===== src/rtl/dn_ram_sink.sv =====
// Download sink: buffers boot-loader bytes, writes them to RAM over req/ack and sequences CPU start.
// Optional DN_SINK_CHECKSUM_EN adds dn_checksum, a mod-2^16 sum of committed bytes.
module dn_ram_sink #(
    parameter int unsigned       FIFO_DEPTH = 4,
    parameter int unsigned       MEM_AW     = 21,
    parameter logic [MEM_AW-1:0] BASE_ADDR  = '0
) (
    input  logic              clk_sys,
    input  logic              reset,
    input  logic              dn_go,
    input  logic              dn_wr,
    input  logic [15:0]       dn_addr,
    input  logic [7:0]        dn_data,
    input  logic [15:0]       execute_addr,
    input  logic              execute_enable,
    output logic              mem_req,
    input  logic              mem_ack,
    output logic [MEM_AW-1:0] mem_addr,
    output logic [7:0]        mem_wdata,
    output logic              cpu_hold,
    output logic              cpu_start,
    output logic [15:0]       cpu_start_addr,
    output logic              dn_overflow,
    output logic [16:0]       byte_count
`ifdef DN_SINK_CHECKSUM_EN
    ,
    output logic [15:0]       dn_checksum
`endif
);

    localparam int unsigned PtrW = (FIFO_DEPTH > 2) ? $clog2(FIFO_DEPTH) : 1;
    localparam logic [PtrW:0] PtrOne = 1;

    typedef enum logic [1:0] {StIdle, StLoad, StDrain, StLaunch} state_e;

    state_e        state;
    logic          dn_go_q;
    logic          dn_wr_q;
    logic          exec_latched;
    logic [PtrW:0] wr_ptr;
    logic [PtrW:0] rd_ptr;
    logic [15:0]   fifo_addr [FIFO_DEPTH];
    logic [7:0]    fifo_data [FIFO_DEPTH];

    logic            fifo_empty;
    logic            fifo_full;
    logic            load_entry;
    logic            accept;
    logic            ack_hit;
    logic            push;
    logic            issue;
    logic [PtrW-1:0] rd_idx;
    logic [PtrW-1:0] wr_idx;

    assign rd_idx     = rd_ptr[PtrW-1:0];
    assign wr_idx     = wr_ptr[PtrW-1:0];
    assign fifo_empty = (wr_ptr == rd_ptr);
    assign fifo_full  = (wr_ptr[PtrW] != rd_ptr[PtrW]) && (wr_idx == rd_idx);
    assign load_entry = (state == StIdle) && dn_go && !dn_go_q;
    assign accept     = (state == StLoad) && dn_wr && !dn_wr_q;
    assign ack_hit    = mem_req && mem_ack;
    // The head stays in the FIFO until acknowledged, so the ack is the pop.
    assign push       = accept && (!fifo_full || ack_hit);
    assign issue      = !mem_req && !fifo_empty;

    always_ff @(posedge clk_sys) begin
        if (push) begin
            fifo_addr[wr_idx] <= dn_addr;
            fifo_data[wr_idx] <= dn_data;
        end
    end

    always_ff @(posedge clk_sys) begin
        if (reset) begin
            state          <= StIdle;
            dn_go_q        <= 1'b0;
            dn_wr_q        <= 1'b0;
            exec_latched   <= 1'b0;
            wr_ptr         <= '0;
            rd_ptr         <= '0;
            mem_req        <= 1'b0;
            mem_addr       <= '0;
            mem_wdata      <= '0;
            cpu_hold       <= 1'b0;
            cpu_start      <= 1'b0;
            cpu_start_addr <= '0;
            dn_overflow    <= 1'b0;
            byte_count     <= '0;
        end else begin
            dn_go_q   <= dn_go;
            dn_wr_q   <= dn_wr;
            cpu_start <= 1'b0;

            if (push) begin
                wr_ptr <= wr_ptr + PtrOne;
            end
            if (accept && !push) begin
                dn_overflow <= 1'b1;
            end

            if (issue) begin
                mem_req   <= 1'b1;
                mem_addr  <= BASE_ADDR + MEM_AW'(fifo_addr[rd_idx]);
                mem_wdata <= fifo_data[rd_idx];
            end else if (ack_hit) begin
                mem_req    <= 1'b0;
                rd_ptr     <= rd_ptr + PtrOne;
                byte_count <= byte_count + 17'd1;
            end

            if (execute_enable && ((state == StLoad) || (state == StDrain))) begin
                cpu_start_addr <= execute_addr;
                exec_latched   <= 1'b1;
            end

            unique case (state)
                StIdle: begin
                    if (load_entry) begin
                        state        <= StLoad;
                        cpu_hold     <= 1'b1;
                        byte_count   <= '0;
                        dn_overflow  <= 1'b0;
                        exec_latched <= 1'b0;
                    end
                end
                StLoad: begin
                    if (!dn_go) begin
                        state <= StDrain;
                    end
                end
                StDrain: begin
                    if (fifo_empty && !mem_req) begin
                        cpu_hold <= 1'b0;
                        if (exec_latched || execute_enable) begin
                            state     <= StLaunch;
                            cpu_start <= 1'b1;
                        end else begin
                            state <= StIdle;
                        end
                    end
                end
                StLaunch: begin
                    state <= StIdle;
                end
                default: begin
                    state <= StIdle;
                end
            endcase
        end
    end

`ifdef DN_SINK_CHECKSUM_EN
    always_ff @(posedge clk_sys) begin
        if (reset || load_entry) begin
            dn_checksum <= '0;
        end else if (ack_hit) begin
            dn_checksum <= dn_checksum + {8'h00, mem_wdata};
        end
    end
`endif

endmodule


===== config.mk =====
export PLATFORM = sky130hd
export DESIGN_NAME = dn_ram_sink
export DESIGN_NICKNAME = d
export VERILOG_FILES = /design/src/rtl/dn_ram_sink.sv
export SDC_FILE = /design/constraint.sdc
export NUM_CORES = 1
export LEC_CHECK = 0
export CAP_MARGIN = 20
export CORE_AREA = 4 4 145 147
export DETAILED_ROUTE_END_ITERATION = 6
export DIE_AREA = 0 0 149 151
export GPL_ROUTABILITY_DRIVEN = 0
export GPL_TIMING_DRIVEN = 0
export HOLD_SLACK_MARGIN = 0.02
export MAX_ROUTING_LAYER = met4
export SLEW_MARGIN = 10
export SYNTH_ARGS = -nofsm -noshare
export SYNTH_HDL_FRONTEND = slang
export SYNTH_SLANG_ARGS = --single-unit

===== constraint.sdc =====
create_clock -name clk_sys -period 4.1 [get_ports clk_sys]
set_input_delay 0.82 -clock clk_sys [delete_from_list [all_inputs] [get_ports clk_sys]]
set_output_delay 0.82 -clock clk_sys [all_outputs]
set_load 0.005 [all_outputs]

==> results by group <==
GRT
  • Largest net degree at the start of global routing: 26
  • GR Util All Layers: 13.3%
  • Global-route wire length before repair: 22.2 mm
  • Congestion Overflow GR: 0
  • Initial antenna violation count: 0
  • Number of global-route vias before repair: 4,190

Synth
  • Yosys reg bits: 168
  • Cells after synthesis: 488
  • Area leader, netlist: edfxtp_1
  • Yosys warns: 0
  • Top-count cell post-synth: edfxtp_1
  • Mapped cell area: 6460 um2
  • Post-synth cell types: 43
  • Synth cell count leaders: edfxtp_1, nand2_1, dfxtp_1, a21oi_1, mux4_2
  • Sequential fraction of the synthesis area: 66.9%
  • Ys async rst share: 0%
  • Largest cells by area after synthesis: edfxtp_1, dfxtp_1, mux4_2
  • EDFF count, synth: 96
  • Avg Cell Area, Syn: 13.2 um2
  • Area share of the leading cell type in the synthesized netlist: 44.6%
  • Main flop type after synthesis: edfxtp_1

Timing
  • Worst slew margin: 51.9%
  • Final setup skew: 17.0 ps
  • Final min period: 2570 ps
  • Setup TNS: 0 ps
  • Tcrit/Tclk final: 62.7%
  • Final setup vio count: 0
  • F_max: 0.389 GHz
  • Worst-Margin Slew: 722 ps
  • Max Transition Viols Final: 0
  • Unrepaired setup endpoints after global routing: no
  • Final hold vios: 0

Cells and area
  • Layout cell share with drive strength beyond 1: 13.2%
  • Fillers: 1,841
  • Fin cells: 900
  • Ant. Diodes: 0
  • Finished Cell Area: 8500 um2
  • Layout Nets: 673
  • Synthesis-to-layout area growth: 31.6%

Worst setup path
  • Worst r2r src: state[1]
  • Startpoint types: primary input
  • R2R cell count: 5
  • WP data arrival: 2630 ps
  • Critical path origin: mem_ack
  • Critical Path RT: 4160 ps
  • Reg-to-reg critical path endpoint: fifo_addr[3][1]
  • Setup crit end kind: register
  • Crit Path Class: primary input to register
  • Maximum fanout along the worst path: 25
  • FF-to-FF setup slack: 1870 ps

Place
  • Dpl hpwl: 9.71 mm
  • Dpl cells: 868
  • Cell Area, Placed: 7880 um2
  • Port bufs: 106

Detailed routing
  • DR vias: 4,221
  • DR DRC count: 0
  • Drt pass-1 iters: 4
  • Initial DRC count: 180
  • Wire per inst: 15.9 um
  • Antenna-violating nets left: 0
  • Vias per inst: 4.69
  • Routed WL: 14.3 mm

Hold path
  • Worst hold path type: register to register
  • Hold depth: 2
  • Hold EP: cpu_start_addr[11]
  • Min-delay src: cpu_start_addr[11]

Clock network
  • H-Tree Depth: 4
  • Post-cts gate resize count: 0
  • Hold buffers post-CTS: 0
  • Worst-Skew Late Latency: 440 ps
  • Post-CTS Setup Inserts: 0
  • Clock sinks: 168
  • Root buffer cell: clkbuf_16
  • CTS tree: yes
  • Clk slew on worst S/H paths: 70 ps
  • TritonCTS Buffers: 17
  • Max Root-Sink Buffers: 2

Die
  • Die Footprint: 22,500 um2
  • Initial core utilization: 32.5%
  • Core ar.: 19,900 um2
  • Die X: 149 um
  • Top Ports: 112
  • Row Count: 52
  • Die height: 151 um

Power and ir drop
  • PwrDens: 525 nW/um2
  • Leak Pwr: 0.00278 uW
  • Design Power: 4460 uW
  • Maximum vdd drop: 0.330 mV

Status
  • Status: completed

Flow run
  • Max_cap viols: 0
## metal layers
layer,part of all wire (%),GRT usage [%],vias up
met5,0,-,-
met4,1.2,4.16,0
met3,7.2,4.76,19
met2,48,21.8,121
met1,43,15.5,2054
li1,-,-,2027
## report_power, final
part / internal, uW / total (uW) / leakage, uW / switching, uW
clock network: 832 / 1600 / 0.000292 / 772
registers: 1930 / 2020 / 0.00145 / 84.6
logic: 418 / 842 / 0.00103 / 424
total: 3180 / 4460 / 0.00278 / 1280
## flip-flops by register name, indices dropped and copies added, names as in the netlist
signal	cells
dn_overflow	1
mem_addr	16
exec_latched	1
rd_ptr	3
mem_wdata	8
fifo_addr	64
byte_count	17
cpu_start_addr	16
cpu_start	1
mem_req	1
dn_wr_q	1
dn_go_q	1
state	2
wr_ptr	3
cpu_hold	1
fifo_data	32
## cell families (layout without fill, tap and decap cells)
group | after synthesis | in the layout | synth area share, %
mux | 26 | 26 | 8.67
xor+xnor | 17 | 17 | 2.54
other cells | 1 | 5 | 0.0580
buf+inv | 36 | 174 | 2.59
compound gates | 66 | 66 | 5.77
flops | 168 | 168 | 66.9
fa+ha+maj | 10 | 10 | 1.94
simple gates | 164 | 164 | 11.5
## worst max path at each step
stage | end | slack (ps) | depth (start not counted)
finish | fifo_addr[3][1] | 1530 | 4
global route | fifo_addr[3][1] | 1390 | 4
floorplan | fifo_addr[3][0] | 1780 | 3
CTS | fifo_data[2][5] | 1510 | 4
global placement | fifo_addr[3][10] | 570 | 4
detailed placement | fifo_addr[3][10] | 1030 | 4
## critical path: stages
cell	delay, ps
clkdlybuf4s50_1	530
nand2_1	170
a41oi_2	400
and2_2	680
## metrics by stage
| stage | utilization, % | hold WS [ps] | setup WS, ps |
|---|---|---|---|
| finish | 42.7 | 456 | 1530 |
| global route | 42.7 | 476 | 1390 |
| CTS | 42.7 | 458 | 1510 |
| detailed placement | 39.6 | 448 | 1030 |
| global placement | 39.6 | 446 | 567 |
| floorplan | - | 435 | 1780 |
## cell type report
type                    count  area (um2)  area share, %
plain buffers              28         138           1.62
repair buffers            106        1060           12.5
clock inverters            15         196           2.31
multi-input cells         288        1990           23.4
inverters                   8        30.0          0.353
flip-flops and latches    168        4320           50.8
well taps                 270         338           3.97
clock buffers              17         425           5.00
## cell usage in the layout (no fill, tap or decap), types with 3 or more instances in the layout
| master | netlist | layout |
|---|---|---|
| a21oi_1 | 50 | 50 |
| a31o_2 | 3 | 3 |
| and2_1 | 8 | 4 |
| and2_2 | 0 | 4 |
| and3_1 | 4 | 4 |
| buf_2 | 8 | 8 |
| buf_4 | 6 | 6 |
| clkbuf_1 | 12 | 12 |
| clkbuf_16 | 0 | 17 |
| clkdlybuf4s50_1 | 0 | 106 |
| clkinv_8 | 0 | 7 |
| conb_1 | 1 | 5 |
| dfxtp_1 | 72 | 72 |
| edfxtp_1 | 96 | 96 |
| ha_1 | 10 | 10 |
| inv_1 | 8 | 8 |
| inv_8 | 0 | 3 |
| mux4_2 | 24 | 24 |
| nand2_1 | 94 | 94 |
| nand3_1 | 7 | 7 |
| nand4_1 | 10 | 10 |
| nor2_1 | 20 | 20 |
| nor3_1 | 5 | 5 |
| o21ai_0 | 6 | 6 |
| xnor2_1 | 8 | 8 |
| xor2_1 | 7 | 7 |
(Power assumes the default switching activity.)
